## config.mk

```make
export PLATFORM = sky130hd
export DESIGN_NAME = ex_forwarding_unit
export DESIGN_NICKNAME = d
export VERILOG_FILES = /design/src/rtl/ex_forwarding_unit_pkg.sv /design/src/rtl/ex_forwarding_unit_fwd_select.sv /design/src/rtl/ex_forwarding_unit.sv
export SDC_FILE = /design/constraint.sdc
export NUM_CORES = 1
export LEC_CHECK = 0
export CORE_AREA = 2 2 39 41
export DETAILED_ROUTE_END_ITERATION = 8
export DIE_AREA = 0 0 41 43
export DONT_BUFFER_PORTS = 1
export MAX_ROUTING_LAYER = met4
export PLACE_DENSITY = 0.5
export SETUP_SLACK_MARGIN = 0.05
export SLEW_MARGIN = 20
export SYNTH_ARGS = -nofsm -noshare
export SYNTH_HDL_FRONTEND = slang
export SYNTH_SLANG_ARGS = --single-unit
```

## constraint.sdc

```tcl
create_clock -name i_clk -period 2 [get_ports i_clk]
set_input_delay 0.4 -clock i_clk [delete_from_list [all_inputs] [get_ports i_clk]]
set_output_delay 0.4 -clock i_clk [all_outputs]
set_load 0.01 [all_outputs]
```

## src/rtl/ex_forwarding_unit_pkg.sv

```systemverilog
// Shared constants for the EX-stage forwarding logic: operand select codes
// and the default register-index width.
package ex_forwarding_unit_pkg;

  localparam int N_BITS_REG_DEF = 5;

  typedef logic [1:0] fwd_sel_t;

  localparam fwd_sel_t FWD_NONE   = 2'b00;
  localparam fwd_sel_t FWD_EX_MEM = 2'b10;
  localparam fwd_sel_t FWD_MEM_WB = 2'b01;

endpackage

```

## src/rtl/ex_forwarding_unit_fwd_select.sv

```systemverilog
// Forwarding select for one ALU operand: picks EX/MEM, MEM/WB or the register
// file value for a single source register index.
module fwd_select
  import ex_forwarding_unit_pkg::*;
#(
  parameter int N_BITS_REG = N_BITS_REG_DEF
) (
  input  logic [N_BITS_REG-1:0] i_src,
  input  logic [N_BITS_REG-1:0] i_rd_ex_mem,
  input  logic                  i_reg_write_ex_mem,
  input  logic [N_BITS_REG-1:0] i_rd_mem_wb,
  input  logic                  i_reg_write_mem_wb,
  output logic [1:0]            o_sel
);

  logic ex_hit;
  logic mem_hit;

  // Register 0 is hard-wired to zero, so a write to it must never be forwarded.
  assign ex_hit  = i_reg_write_ex_mem && (i_rd_ex_mem != '0) && (i_rd_ex_mem == i_src);
  assign mem_hit = i_reg_write_mem_wb && (i_rd_mem_wb != '0) && (i_rd_mem_wb == i_src);

  // EX/MEM holds the younger result, so it takes priority over MEM/WB.
  always_comb begin
    o_sel = FWD_NONE;
    if (ex_hit) begin
      o_sel = FWD_EX_MEM;
    end else if (mem_hit) begin
      o_sel = FWD_MEM_WB;
    end
  end

endmodule

```

## src/rtl/ex_forwarding_unit.sv

```systemverilog
// EX-stage data-hazard forwarding unit: combinational operand A/B selects plus
// a registered copy of both for pipeline tracing.
module ex_forwarding_unit
  import ex_forwarding_unit_pkg::*;
#(
  parameter int N_BITS_REG = N_BITS_REG_DEF
) (
  input  logic                  i_clk,
  input  logic                  i_rst_n,
  input  logic [N_BITS_REG-1:0] i_rs_ID,
  input  logic [N_BITS_REG-1:0] i_rt_ID,
  input  logic [N_BITS_REG-1:0] i_rd_EX_MEM,
  input  logic                  i_regWrite_EX_MEM,
  input  logic [N_BITS_REG-1:0] i_rd_MEM_WB,
  input  logic                  i_regWrite_MEM_WB,
  output logic [1:0]            o_forward_A,
  output logic [1:0]            o_forward_B,
  output logic [1:0]            o_forward_A_q,
  output logic [1:0]            o_forward_B_q
);

  logic [1:0] fwd_a_d;
  logic [1:0] fwd_b_d;
  logic [1:0] fwd_a_q;
  logic [1:0] fwd_b_q;

  fwd_select #(.N_BITS_REG(N_BITS_REG)) u_sel_a (
    .i_src              (i_rs_ID),
    .i_rd_ex_mem        (i_rd_EX_MEM),
    .i_reg_write_ex_mem (i_regWrite_EX_MEM),
    .i_rd_mem_wb        (i_rd_MEM_WB),
    .i_reg_write_mem_wb (i_regWrite_MEM_WB),
    .o_sel              (o_forward_A)
  );

  fwd_select #(.N_BITS_REG(N_BITS_REG)) u_sel_b (
    .i_src              (i_rt_ID),
    .i_rd_ex_mem        (i_rd_EX_MEM),
    .i_reg_write_ex_mem (i_regWrite_EX_MEM),
    .i_rd_mem_wb        (i_rd_MEM_WB),
    .i_reg_write_mem_wb (i_regWrite_MEM_WB),
    .o_sel              (o_forward_B)
  );

  always_comb begin
    fwd_a_d = o_forward_A;
    fwd_b_d = o_forward_B;
  end

  always_ff @(posedge i_clk) begin
    if (!i_rst_n) begin
      fwd_a_q <= FWD_NONE;
      fwd_b_q <= FWD_NONE;
    end else begin
      fwd_a_q <= fwd_a_d;
      fwd_b_q <= fwd_b_d;
    end
  end

  assign o_forward_A_q = fwd_a_q;
  assign o_forward_B_q = fwd_b_q;

endmodule

```

# Word-level counts from Yosys, hierarchy flattened
# Index checks and enable logic that the tools add are counted.
# Widths: inputs -> output; s select.
# op_classes
reduce_logical	8
n_mux	4
n_eq_ne	4
# ops
op	count
$eq 5x5->1	4
$reduce_bool 5->1	2
$logic_and 1x1->1	6
$mux 2	2
$mux 1	2
# totals
reg_bits	4
wordCells	18

# Depth between registers and ports, before layout
# depth
depth_word	5
depth_mapped	4
mapped_depth_nobuf	4

# Cells and area by module
# A second synthesis with hierarchy kept.
# unflattened
cells_unflattened	50
hier_area_um2	422.9
# by_module_without_submodules
mod	area_each_um2	cells_each	n_inst
fwd_select	158.9	21	2
ex_forwarding_unit	105.1	8	1

# Worst setup path after synthesis
# Ideal clock, no wire load.
# synth_timing
path_type	input to output
start	in i_rd_EX_MEM[4]
end	out o_forward_B[0]
t_arrival_ns	1.611
t_required_ns	1.600
path_stages	4
path_buffers	0
setup_slack_ns	-0.011
cell_sequence	or4_1 -> o21ai_2 -> nor4_2 -> nor4_1
# synth_via
elab_chain_len	4
elab_cells_between_ends	5
cone_classes	eq/ne: 1; mux: 1; reduce/logical: 3
# synth_rtl
element	line_no	text
start: declaration	ex_forwarding_unit.sv:12	input logic [N_BITS_REG-1:0] i_rd_EX_MEM,
$reduce_bool 5->1	ex_forwarding_unit_fwd_select.sv:20	assign ex_hit = i_reg_write_ex_mem && (i_rd_ex_mem != '0) && (i_rd_ex_mem == i_src);
$logic_and 1x1->1	ex_forwarding_unit_fwd_select.sv:20	
$logic_and 1x1->1 (*)	ex_forwarding_unit_fwd_select.sv:20	
net u_sel_b.ex_hit	ex_forwarding_unit_fwd_select.sv:16	logic ex_hit;
$mux 2 (*)	ex_forwarding_unit_fwd_select.sv:26	if (ex_hit) begin
end: declaration	ex_forwarding_unit.sv:17	output logic [1:0] o_forward_B,
# Mark *: on every way through the listed nets, which the timed path passes. The rest lies on a longest branch.

# Final worst setup path
# layout_timing
start	in i_rd_EX_MEM[4]
end	out o_forward_B[0]
# layout_via
elab_chain_len	4
elab_cells_between_ends	5
cone_classes	eq/ne: 1; mux: 1; reduce/logical: 3
# layout_rtl
element	line_no
$reduce_bool 5->1	ex_forwarding_unit_fwd_select.sv:20
$logic_and 1x1->1	ex_forwarding_unit_fwd_select.sv:20
$logic_and 1x1->1 (*)	ex_forwarding_unit_fwd_select.sv:20
$mux 2 (*)	ex_forwarding_unit_fwd_select.sv:26
# Every way passes the cells marked *; elsewhere a longest branch is shown, timed or not.

==> results_dict.tcl <==
set metrics [dict create \
    drc 0 \
    crit_type "input port to output port" \
    combPwrFrac_pct 25.9 \
    n_antenna_cell 0 \
    postSynthAreaPerCell_um2 8.541 \
    worst-slew-pin-transition_ps 394.8 \
    clkPwrFrac_pct 40.3 \
    cp_cell_sequence "or4_4 -> o21ai_4 -> nor4_4 -> nor4_2 -> buf_4" \
    synth_nets 70 \
    antenna_found_initial 0 \
    dp_slack_ps 9.765 \
    min_path_cells 1 \
    nets 80 \
    rsz0062_at_grt "true" \
    max_stage_delay_ps 520 \
    fin_crit_sh_pct 97.87 \
    place.gp.congestion 0.7453 \
    outcome "finished, final reports clean" \
    grt_overflow 0 \
    cp_data_arrival_time_ps 1560 \
    dr.first_iter.drc_count 1 \
    clk_path_buf_depth 2 \
    synthTopCellsByArea "xnor2_1 (29%), dfxtp_1 (20%), xor2_1 (16%), nand3_1 (6.4%), nor4_1 (6.4%)" \
    grt_max_degree 5 \
    clkSlewWorstSetupHoldPaths_ps 30 \
    hp-class "input port to flop" \
    clock_sinks 4 \
    p_sw_mw 0.05756 \
    wl_met1_um 310 \
    min_from "i_rst_n" \
    cp.buffers_inverters 1 \
    io_pins 32 \
    p_int_mw 0.1844 \
    cts_tree "built" \
    power.density_mw_per_mm2 484.6 \
    synth_top_area_share_pct 28.98 \
    worstHoldEndpoint "o_forward_A_q[1]" \
    endpoint_kind "output port" \
    relSlewSlack_pct 73.44 \
    vias_per_cell 5.086 \
    wl_met2_um 504 \
    maxUsedRoutingLayer "met4" \
    slew_viol_final 0 \
    fin_ws_ps 42.68 \
    firstDrtPassIters 2 \
    path_max_fanout 3 \
    drv_cap 0 \
    clockRootBuffer "clkbuf_4" \
    drive_gt1_share_pct 27.78 \
    grt_usage_pct 14.02 \
    seq_power_share_pct 33.8 \
    yosys.cell_types.count 15 \
    setup_viol 0 \
    fmax_mhz 510.9 \
    cts_buffers 3 \
    start_util_pct 28.39 \
    synth_seq_cells 4 \
    wl_per_cell_um 14.41 \
    grt_first_pass_wirelength_um 1600 \
    hold_viol_final 0 \
    syn_area_um2 392.9 \
    wl_um 1009 \
    htreeDepth 1 \
    yosysTopAreaCell "xnor2_1" \
    ir_drop_mv 0.09775 \
    power.leakage_nw 0.1732 \
    routed-wl-met3_um 166 \
    grt_pass1_vias 418 \
    cts_hold_buf 0 \
    worstPathRequired_ps 1600 \
    crit_family "simple AND/OR/NAND/NOR gates" \
    numPortBuffers 0 \
    ys_seq_area_share_pct 20.38 \
    die_y_um 43 \
    die_area_mm2 0.001763 \
    syn-instance-count 46 \
    rows 14 \
    cp_slowest_cell "or4_4" \
    ant_nets 0 \
    syn2layout_area_growth_pct 27.07 \
    die_w_um 41 \
    start_kind "input port" \
    finalSetupTns_ps 0 \
    fin_crit_ps 1957 \
    core_area_mm2 0.001384 \
    synth_warnings 0 \
    sw_frac_of_total_pct 23.79 \
    num_vias 356 \
    hpwlAfterDp_um 861.4 \
]
[cells by family (layout without fill, tap and decap cells)]
kind of cell,count (synthesis),after routing,synth area share (%)
simple gates,17,17,26.75
xor+xnor,20,20,44.59
buf+inv,3,11,4.775
compound gates,2,2,3.502
flops,4,4,20.38
[cells in the mapped netlist]
cell,number
buf_4,2
nand2_1,1
dfxtp_1,4
nand3_1,5
nor3_1,2
and2_1,1
nor4_1,4
or4_1,2
o21ai_0,1
xnor2_1,13
nor4_2,1
and2_2,1
o21ai_2,1
xor2_1,7
inv_1,1
[per-layer routing]
| metal | up-vias | GRT usage, % |
|---|---|---|
| met5 | - | - |
| met4 | 0 | 12.00 |
| met3 | 4 | 4.188 |
| met2 | 29 | 20.31 |
| met1 | 148 | 14.56 |
| li1 | 175 | - |
[cells in the final DEF (no fill, tap or decap)]
cell type  netlist  routed
nor4_1           4       3
o21ai_4          0       1
xnor2_1         13      13
and2_1           1       1
dfxtp_1          4       4
buf_4            2       7
nor3_1           2       2
xor2_1           7       7
inv_1            1       1
o21ai_0          1       1
and2_2           1       1
clkbuf_4         0       3
nand3_1          5       5
or4_1            2       1
nor4_2           1       1
nor4_4           0       1
or4_4            0       1
nand2_1          1       1
[how the worst max path moves through the flow]
| stage | from | cells after the start | slack, ps | to |
|---|---|---|---|---|
| after floorplan | i_rd_EX_MEM[4] | 4 | 80 | o_forward_B[0] |
| after global placement | i_rd_EX_MEM[4] | 5 | 3 | o_forward_B[0] |
| after detailed placement | i_rd_EX_MEM[4] | 5 | 10 | o_forward_B[0] |
| after CTS | i_rd_EX_MEM[4] | 5 | 30 | o_forward_B[0] |
| after global routing | i_rd_EX_MEM[4] | 5 | 4 | o_forward_B[0] |
| final | i_rd_EX_MEM[4] | 5 | 40 | o_forward_B[0] |
[power by group through the flow]
stage / Combinational [mW] / Clock, mW / Sequential (mW)
2_1_floorplan: 0.0474 / 0 / 0.0828
3_3_place_gp: 0.0571 / 0 / 0.0829
3_5_place_dp: 0.0576 / 0 / 0.0829
4_1_cts: 0.0627 / 0.104 / 0.0817
5_1_grt: 0.0693 / 0.105 / 0.0818
6_report: 0.0626 / 0.0976 / 0.0817
[cell type report]
cell class                      count  area, um^2
Fill cell                         149       884.6
Timing Repair Buffer                7       52.55
Tap cell                           16       20.02
Multi-Input combinational cell     39       320.3
Inverter                            1       3.754
Sequential cell                     4       80.08
Clock buffer                        3       22.52
[flip-flops by register name, summed over array words and instances, names as in the netlist]
name,flops
o_forward_A_q,2
o_forward_B_q,2
[timing repair]
item	4_1_cts	5_1_grt
pin swaps	3	1
buffers inserted	1	0
gates resized for setup	3	0
endpoints found under the setup margin	1	2
[through the flow]
stage / instance area (um^2) / hold WS, ps / util (%) / total power [mW] / cells
finish: 499.2 / 287.0 / 36.08 / 0.2419 / 70
global route: 499.2 / 285.3 / 36.08 / 0.2557 / 70
CTS: 499.2 / 279.5 / 36.08 / 0.2479 / 70
detailed placement: 449.2 / 525.9 / 32.46 / 0.1405 / 66
global placement: 449.2 / 525.3 / 32.46 / 0.1399 / 66
floorplan: 399.1 / 518.3 / - / 0.1303 / 46
Power figures use the tool's default switching activity.
